[config.mk]
export PLATFORM = sky130hd
export DESIGN_NAME = fuzzy_sweep_ctrl
export DESIGN_NICKNAME = d
export VERILOG_FILES = /design/src/rtl/fuzzy_sweep_ctrl.sv
export SDC_FILE = /design/constraint.sdc
export NUM_CORES = 1
export LEC_CHECK = 0
export ABC_AREA = 1
export CAP_MARGIN = 40
export CORE_ASPECT_RATIO = 0.5
export CORE_UTILIZATION = 30
export DETAILED_ROUTE_END_ITERATION = 6
export PLACE_DENSITY = 0.7
export SYNTH_ARGS = -nofsm -noshare
export SYNTH_HDL_FRONTEND = slang
export SYNTH_SLANG_ARGS = --single-unit
[constraint.sdc]
create_clock -name clk_0 -period 1.4 [get_ports clk_0]
set_input_delay 0.28 -clock clk_0 [delete_from_list [all_inputs] [get_ports clk_0]]
set_output_delay 0.28 -clock clk_0 [all_outputs]
set_load 0.1 [all_outputs]
[src/rtl/fuzzy_sweep_ctrl.sv]
// Sweeps a two-input fuzzy controller over a STEP-spaced grid and streams
// {entrada_01, entrada_02, saida_defuzzy} words. SWEEP_CHECKSUM_EN adds a checksum accumulator.
module fuzzy_sweep_ctrl #(
  parameter int unsigned STEP   = 16,
  parameter int unsigned SETTLE = 8,
  parameter int unsigned MAXV   = 255
) (
  input  logic        clk_0,
  input  logic        Srst,
  input  logic        start,
  output logic [7:0]  entrada_01,
  output logic [7:0]  entrada_02,
  output logic        en_regras,
  input  logic [7:0]  saida_defuzzy,
  output logic        res_valid,
  input  logic        res_ready,
  output logic [23:0] res_data,
  output logic        busy,
  output logic        done,
  output logic [15:0] checksum
);

  typedef enum logic [2:0] {
    S_IDLE,
    S_APPLY,
    S_SETTLE,
    S_CAPTURE,
    S_SEND,
    S_NEXT,
    S_DONE
  } state_t;

  localparam logic [8:0] STEP9     = 9'(STEP);
  localparam logic [8:0] MAXV9     = 9'(MAXV);
  localparam logic [7:0] SETTLE_LD = 8'(SETTLE - 1);

  state_t      state;
  state_t      state_nx;
  logic [7:0]  settle_cnt;
  logic [8:0]  e1_sum;
  logic [8:0]  e2_sum;
  logic        e1_fits;
  logic        e2_fits;

  // Nine-bit sums keep the axis from wrapping past 255 back into range.
  assign e1_sum  = {1'b0, entrada_01} + STEP9;
  assign e2_sum  = {1'b0, entrada_02} + STEP9;
  assign e1_fits = (e1_sum <= MAXV9);
  assign e2_fits = (e2_sum <= MAXV9);

  always_ff @(posedge clk_0 or posedge Srst) begin
    if (Srst) state <= S_IDLE;
    else      state <= state_nx;
  end

  always_comb begin
    state_nx = state;
    case (state)
      S_IDLE:    if (start) state_nx = S_APPLY;
      S_APPLY:   state_nx = S_SETTLE;
      S_SETTLE:  if (settle_cnt == '0) state_nx = S_CAPTURE;
      S_CAPTURE: state_nx = S_SEND;
      S_SEND:    if (res_ready) state_nx = S_NEXT;
      S_NEXT:    state_nx = (e2_fits || e1_fits) ? S_APPLY : S_DONE;
      S_DONE:    state_nx = S_IDLE;
      default:   state_nx = S_IDLE;
    endcase
  end

  always_comb begin
    en_regras = 1'b0;
    res_valid = 1'b0;
    busy      = (state != S_IDLE);
    done      = 1'b0;
    case (state)
      S_APPLY, S_SETTLE, S_CAPTURE: en_regras = 1'b1;
      S_SEND:                       res_valid = 1'b1;
      S_DONE:                       done      = 1'b1;
      default: ;
    endcase
  end

  always_ff @(posedge clk_0 or posedge Srst) begin
    if (Srst) begin
      settle_cnt <= '0;
      entrada_01 <= '0;
      entrada_02 <= '0;
      res_data   <= '0;
    end else begin
      case (state)
        S_APPLY:   settle_cnt <= SETTLE_LD;
        S_SETTLE:  if (settle_cnt != '0) settle_cnt <= settle_cnt - 8'd1;
        S_CAPTURE: res_data <= {entrada_01, entrada_02, saida_defuzzy};
        S_NEXT: begin
          if (e2_fits) begin
            entrada_02 <= e2_sum[7:0];
          end else begin
            entrada_02 <= '0;
            if (e1_fits) entrada_01 <= e1_sum[7:0];
          end
        end
        S_DONE: begin
          entrada_01 <= '0;
          entrada_02 <= '0;
        end
        default: ;
      endcase
    end
  end

`ifdef SWEEP_CHECKSUM_EN
  always_ff @(posedge clk_0 or posedge Srst) begin
    if (Srst)                          checksum <= '0;
    else if (state == S_IDLE && start) checksum <= '0;
    else if (state == S_CAPTURE)       checksum <= checksum + {8'd0, saida_defuzzy};
  end
`else
  assign checksum = '0;
`endif

endmodule

# After elaboration in Yosys (flattened, before gate mapping)
# Cells that the tools add are included.
# word_totals
output_inout_bits	60
in_bits	12
ff_bits	51
wordCells	48
# classes
n_mux	15
eq_ne	12
n_lt_le_gt_ge	2
n_reduce_logical	11
addsub	3
# op_table
cell	count
8-bit one-hot mux with 2 select lines	3
8-bit two-way mux	4
8-bit by 5-bit adder with 9-bit output (second input constant)	2
9-bit by 8-bit less-or-equal comparator with 1-bit output (second input constant)	2
3-bit one-hot mux with 6 select lines	1
3-bit two-way mux	4
2-bit inequality test (second input constant)	6
3-bit equality test (second input constant)	3
8-bit zero test	1
8-bit nonzero test	1
8-bit by 1-bit subtractor with 8-bit output (second input constant)	1
3-bit by 2-bit equality test with 1-bit output (second input constant)	2
3-bit AND reduction	2
2-bit nonzero test	2
3-bit by 1-bit equality test with 1-bit output (second input constant)	1
3-bit zero test	1
1-bit two-way mux	3
3-bit nonzero test	1
3-bit OR reduction	1
2-bit AND reduction	1
1-bit logical OR	1

# Depth between registers and ports, before layout
# depth
ltp_word	5
ltp_mapped	9

# Least setup slack after synthesis
# No wires, ideal clock.
# synth_path
kind	reg-to-output
startpoint	register state[0]
endpoint	output en_regras
path_buffers	0
t_arrival_ns	2.010
stages_incl_launch_ff	3
slack_ns	-0.890
cell_sequence	dfrtp_1 -> inv_2 -> a21oi_1
# synth_between
elab_chain_cells	3
word_cells_on_any_way	5
classes_between	3 x eq/ne; 1 x mux; 1 x reduce/logical
# synth_rtl
element	line	rtl
from (decl)	37	state_t state;
from (signal assigned)	53	else state <= state_nx;
3-bit by 1-bit equality test with 1-bit output / 3-bit by 2-bit equality test with 1-bit output (equally long branches)	75	case (state)
3-bit OR reduction *	75	
1-bit two-way mux *	75	
to (decl)	13	output logic en_regras,
# Every way passes the cells marked *; elsewhere a longest branch is shown, timed or not.

# Worst setup path in the final report
# layout_path
startpoint	register state[1]
endpoint	output res_valid
# layout_between
elab_chain_cells	2
# layout_rtl
element	line	rtl
3-bit equality test	75	
1-bit two-way mux	75	
to (decl)	15	output logic res_valid,
# No other way between the ends.

==> metrics list <==
- During I/O placement, the number of pins put on the boundary was 72.
- Row Count: 20
* Wl on met1: about 2.2 mm
- Highest Signal Layer: met4
- PD cells: between 2000 and 3000 nW/um^2
- Across the VDD grid, the largest voltage drop is 1090 uV.
- Post-synthesis share of cell area spent on full adders, half adders and majority gates: under 10%
* PnR Total Power: a little under 9 mW
* Placer Congestion: ~0.87
- The initial antenna violation count was 0.
* Final instance area: around 3400 sq um
- Overall track demand over capacity in global routing: approximately 14%
- Overflow left after global routing: 0
- Crit end category: output pin
- DRC violation count after routing: 0
* Time the worst path needs with I/O delays and setup: 1.51 ns
- Setup repair after global routing could not meet its margin everywhere.
- Hold is met by 0.349 ns.
* Clock skew after layout: between 0.005 and 0.006 ns
- Pin count of the biggest net entering global routing: 36
- Status: finished, violations left
* Data required, critical path: around 1.1 ns
- Effective utilization at floorplan: between 30% and 40%
* Simple-gate share of the synthesized area: approximately 23%
- Number of unique standard cell types used by synthesis: 29
* WP data arrival: ~1.2 ns
* Clock slew at the register clock pins of the worst setup and hold paths: 0.05 ns
- After synthesis, the largest family of logic cells by area is simple AND/OR/NAND/NOR gates.
* Number of port buffers: 39
- The detailed router placed 1790 vias in this run.
- Dividing the detail-routed wire length by the instance count gives between 10 and 15 um.
- The die covers about 7100 sq um.
- Max-slew violation count: 0
- CTS tree: yes
- Worst min-delay path category: in -> async
- In this run, CTS created clock tree buffers numbering 5.
- Once placement completed, the tool counted placed cells totaling 364.
- The checks that failed: setup timing.
- Maximum count of clock buffers along a single path: 2
- Summed over all nets, wire length on met2 after detailed routing comes to approximately 2.8 mm.
- From left edge to right edge, the die measures around 120 um.
* First-pass GRT wire length: between 7 and 8 mm
* Number of search-and-repair iterations in the first detailed-routing pass: 5
- Antenna diodes: 0
* Final wirelength: approximately 5.5 mm
- Share of the core filled with cells: a little over half
- Crit path max fanout: 4
* Netlist area before placement: around 2000 sq um
- Root Buffer Master: clkbuf_16
* Maximum clock frequency: ~660 MHz
- Setup violations remaining at the end of the flow were counted as 22.
- Prior to clock tree synthesis, the placed netlist has a worst setup slack of -0.0325 ns.
- Met3 WL post-DR: about 260 um
- Share of the synthesized area in compound gates (AO/OA/AOI/OAI): 4.98%
- STA classifies the critical path startpoint as a flop.
* Via count of the first global-routing pass: approximately 1600
- Slowest cell on the critical path: dfrtp_1
* Total number of clock tree sinks: 35
* Half-perimeter wire length after placement: between 3 and 4 mm
* Layout Cells excl Fill: around 390
* Mean instance size in the synthesized netlist: roughly 8.8 sq um
* Post-synth ARST share: 100%
- Crit path kind: reg -> out
- In this run the standard cell core region covers approximately 6300 sq um.
- The post-route netlist has about 43% of its cells at a drive strength greater than 1.
* Number of storage elements in the synthesis netlist: 35
- The largest single stage delay on the critical path is 0.41 ns.
- Crit path cell chain: inv_2, nand2_2, nor2_4, buf_12
* Skew-Pair Late Insertion Delay: around 0.28 ns
- Die Y-Extent: roughly 60 um
- Synthesis handed over a netlist of 230 instances.
- Yosys mapped a number of flops with a built-in enable equal to 0.
* H-tree depth: 2
- Period Utilization, post-route: 108%
* Final ANT Viol Nets: 0
* Routed via count divided by cell count: between 4 and 5
- Synth-to-Final Area Change: 65.9%
- The most used flip-flop cell after synthesis is dfrtp_1.
- In the layout the commonest cells are nand2_1, conb_1, buf_12.
* Yosys synthesis warning count: 0
- The share of the Yosys chip area taken by registers is 43.1%.
- Iter 0 DRT Violations: approximately 160
- Leakage Power: about 1.6 nW
- Adding up every negative setup slack in the final design gives -0.652 ns.
- Number of max-cap violations: 0
- Area after DPL: between 2000 and 3000 sq um
- The final layout contains 320 nets.
* Setup slack of the critical path after layout: -0.106 ns
* Xor/xnor share of the synthesized area: approximately 1.3%
- Most common library cell in the layout ignoring fill and taps: nand2_1
- The number of failing hold endpoints at the final stage is 0.
- Multiplexer share of the synthesized area: under 10%
==> worst max-delay path: cells and delay by family (launching register included) <==
family / cells / cell delay (ns)
AND/OR/NAND/NOR: 2 / 0.22
buffers and inverters: 2 / 0.33
flip-flops: 1 / 0.41
==> flip-flops by register name, indices dropped and copies added, names as in the netlist <==
name	cells
res_data	16
state	3
entrada_02	4
entrada_01	4
settle_cnt	8
==> layout make-up <==
type	count	area, sq um
tap	88	110
multi-input combinational	167	1130
sequential	35	897
fill	482	2930
timing repair buffer	69	987
clock buffer	8	156
inverter	24	96.3
==> kinds of logic after synthesis <==
logic type      after synthesis
other cells                   1
compound gates               19
flops                        35
simple gates                 97
fa+ha+maj                     6
mux                          10
buf+inv                      59
xor+xnor                      3
==> timing repair <==
action                                  in CTS  in global routing
cloned                                       0                  0
pin swaps                                    3                 15
endpoints found under the setup margin      10                 29
gates resized for setup                      7                 45
hold buffers                                 0                  0
setup buffers                               10                  9
==> worst paths after layout <==
check	start	end	slack [ns]	cells after the start
setup reg to reg	entrada_01[5]	state[2]	-0.04	5
hold reg to reg	res_data[14]	res_data[14]	0.54	2
max in group asynchronous	Srst	entrada_01[4]	0.84	3
min in group clk_0	res_data[14]	res_data[14]	0.54	2
setup / recovery	state[1]	res_valid	-0.11	4
hold / removal	Srst	res_data[14]	0.35	3
==> power by group <==
group	total (mW)	leakage [nW]	switching, mW	internal [mW]
clock	1.16	0.0772	0.405	0.757
sequential	1.75	0.436	0.394	1.36
combinational	5.96	1.04	3.73	2.23
==> Yosys cell counts (2+ instances only) <==
master / n / area, sq um
or2_1: 2 / 12.5
nand4_1: 5 / 31.3
dfrtp_1: 35 / 876
mux2_2: 3 / 33.8
or2_2: 2 / 12.5
nor2_1: 18 / 67.6
inv_2: 2 / 7.51
buf_4: 32 / 240
nand3_2: 3 / 30.0
o22ai_1: 3 / 18.8
ha_1: 6 / 75.1
nand3_1: 15 / 75.1
xor2_1: 3 / 26.3
o21ai_0: 13 / 65.1
mux2_4: 7 / 105
nand2_4: 2 / 22.5
nand2_1: 45 / 169
inv_1: 22 / 82.6
nand3b_1: 2 / 15.0
==> routing by layer <==
metal | track usage [%] | up-vias
met2 | 24.5 | 79
met1 | 15.5 | 869
met4 | 8.50 | 0
met3 | 4.20 | 25
met5 | 0 | -
li1 | - | 817
Note: power is estimated with default switching activity, not from simulation.
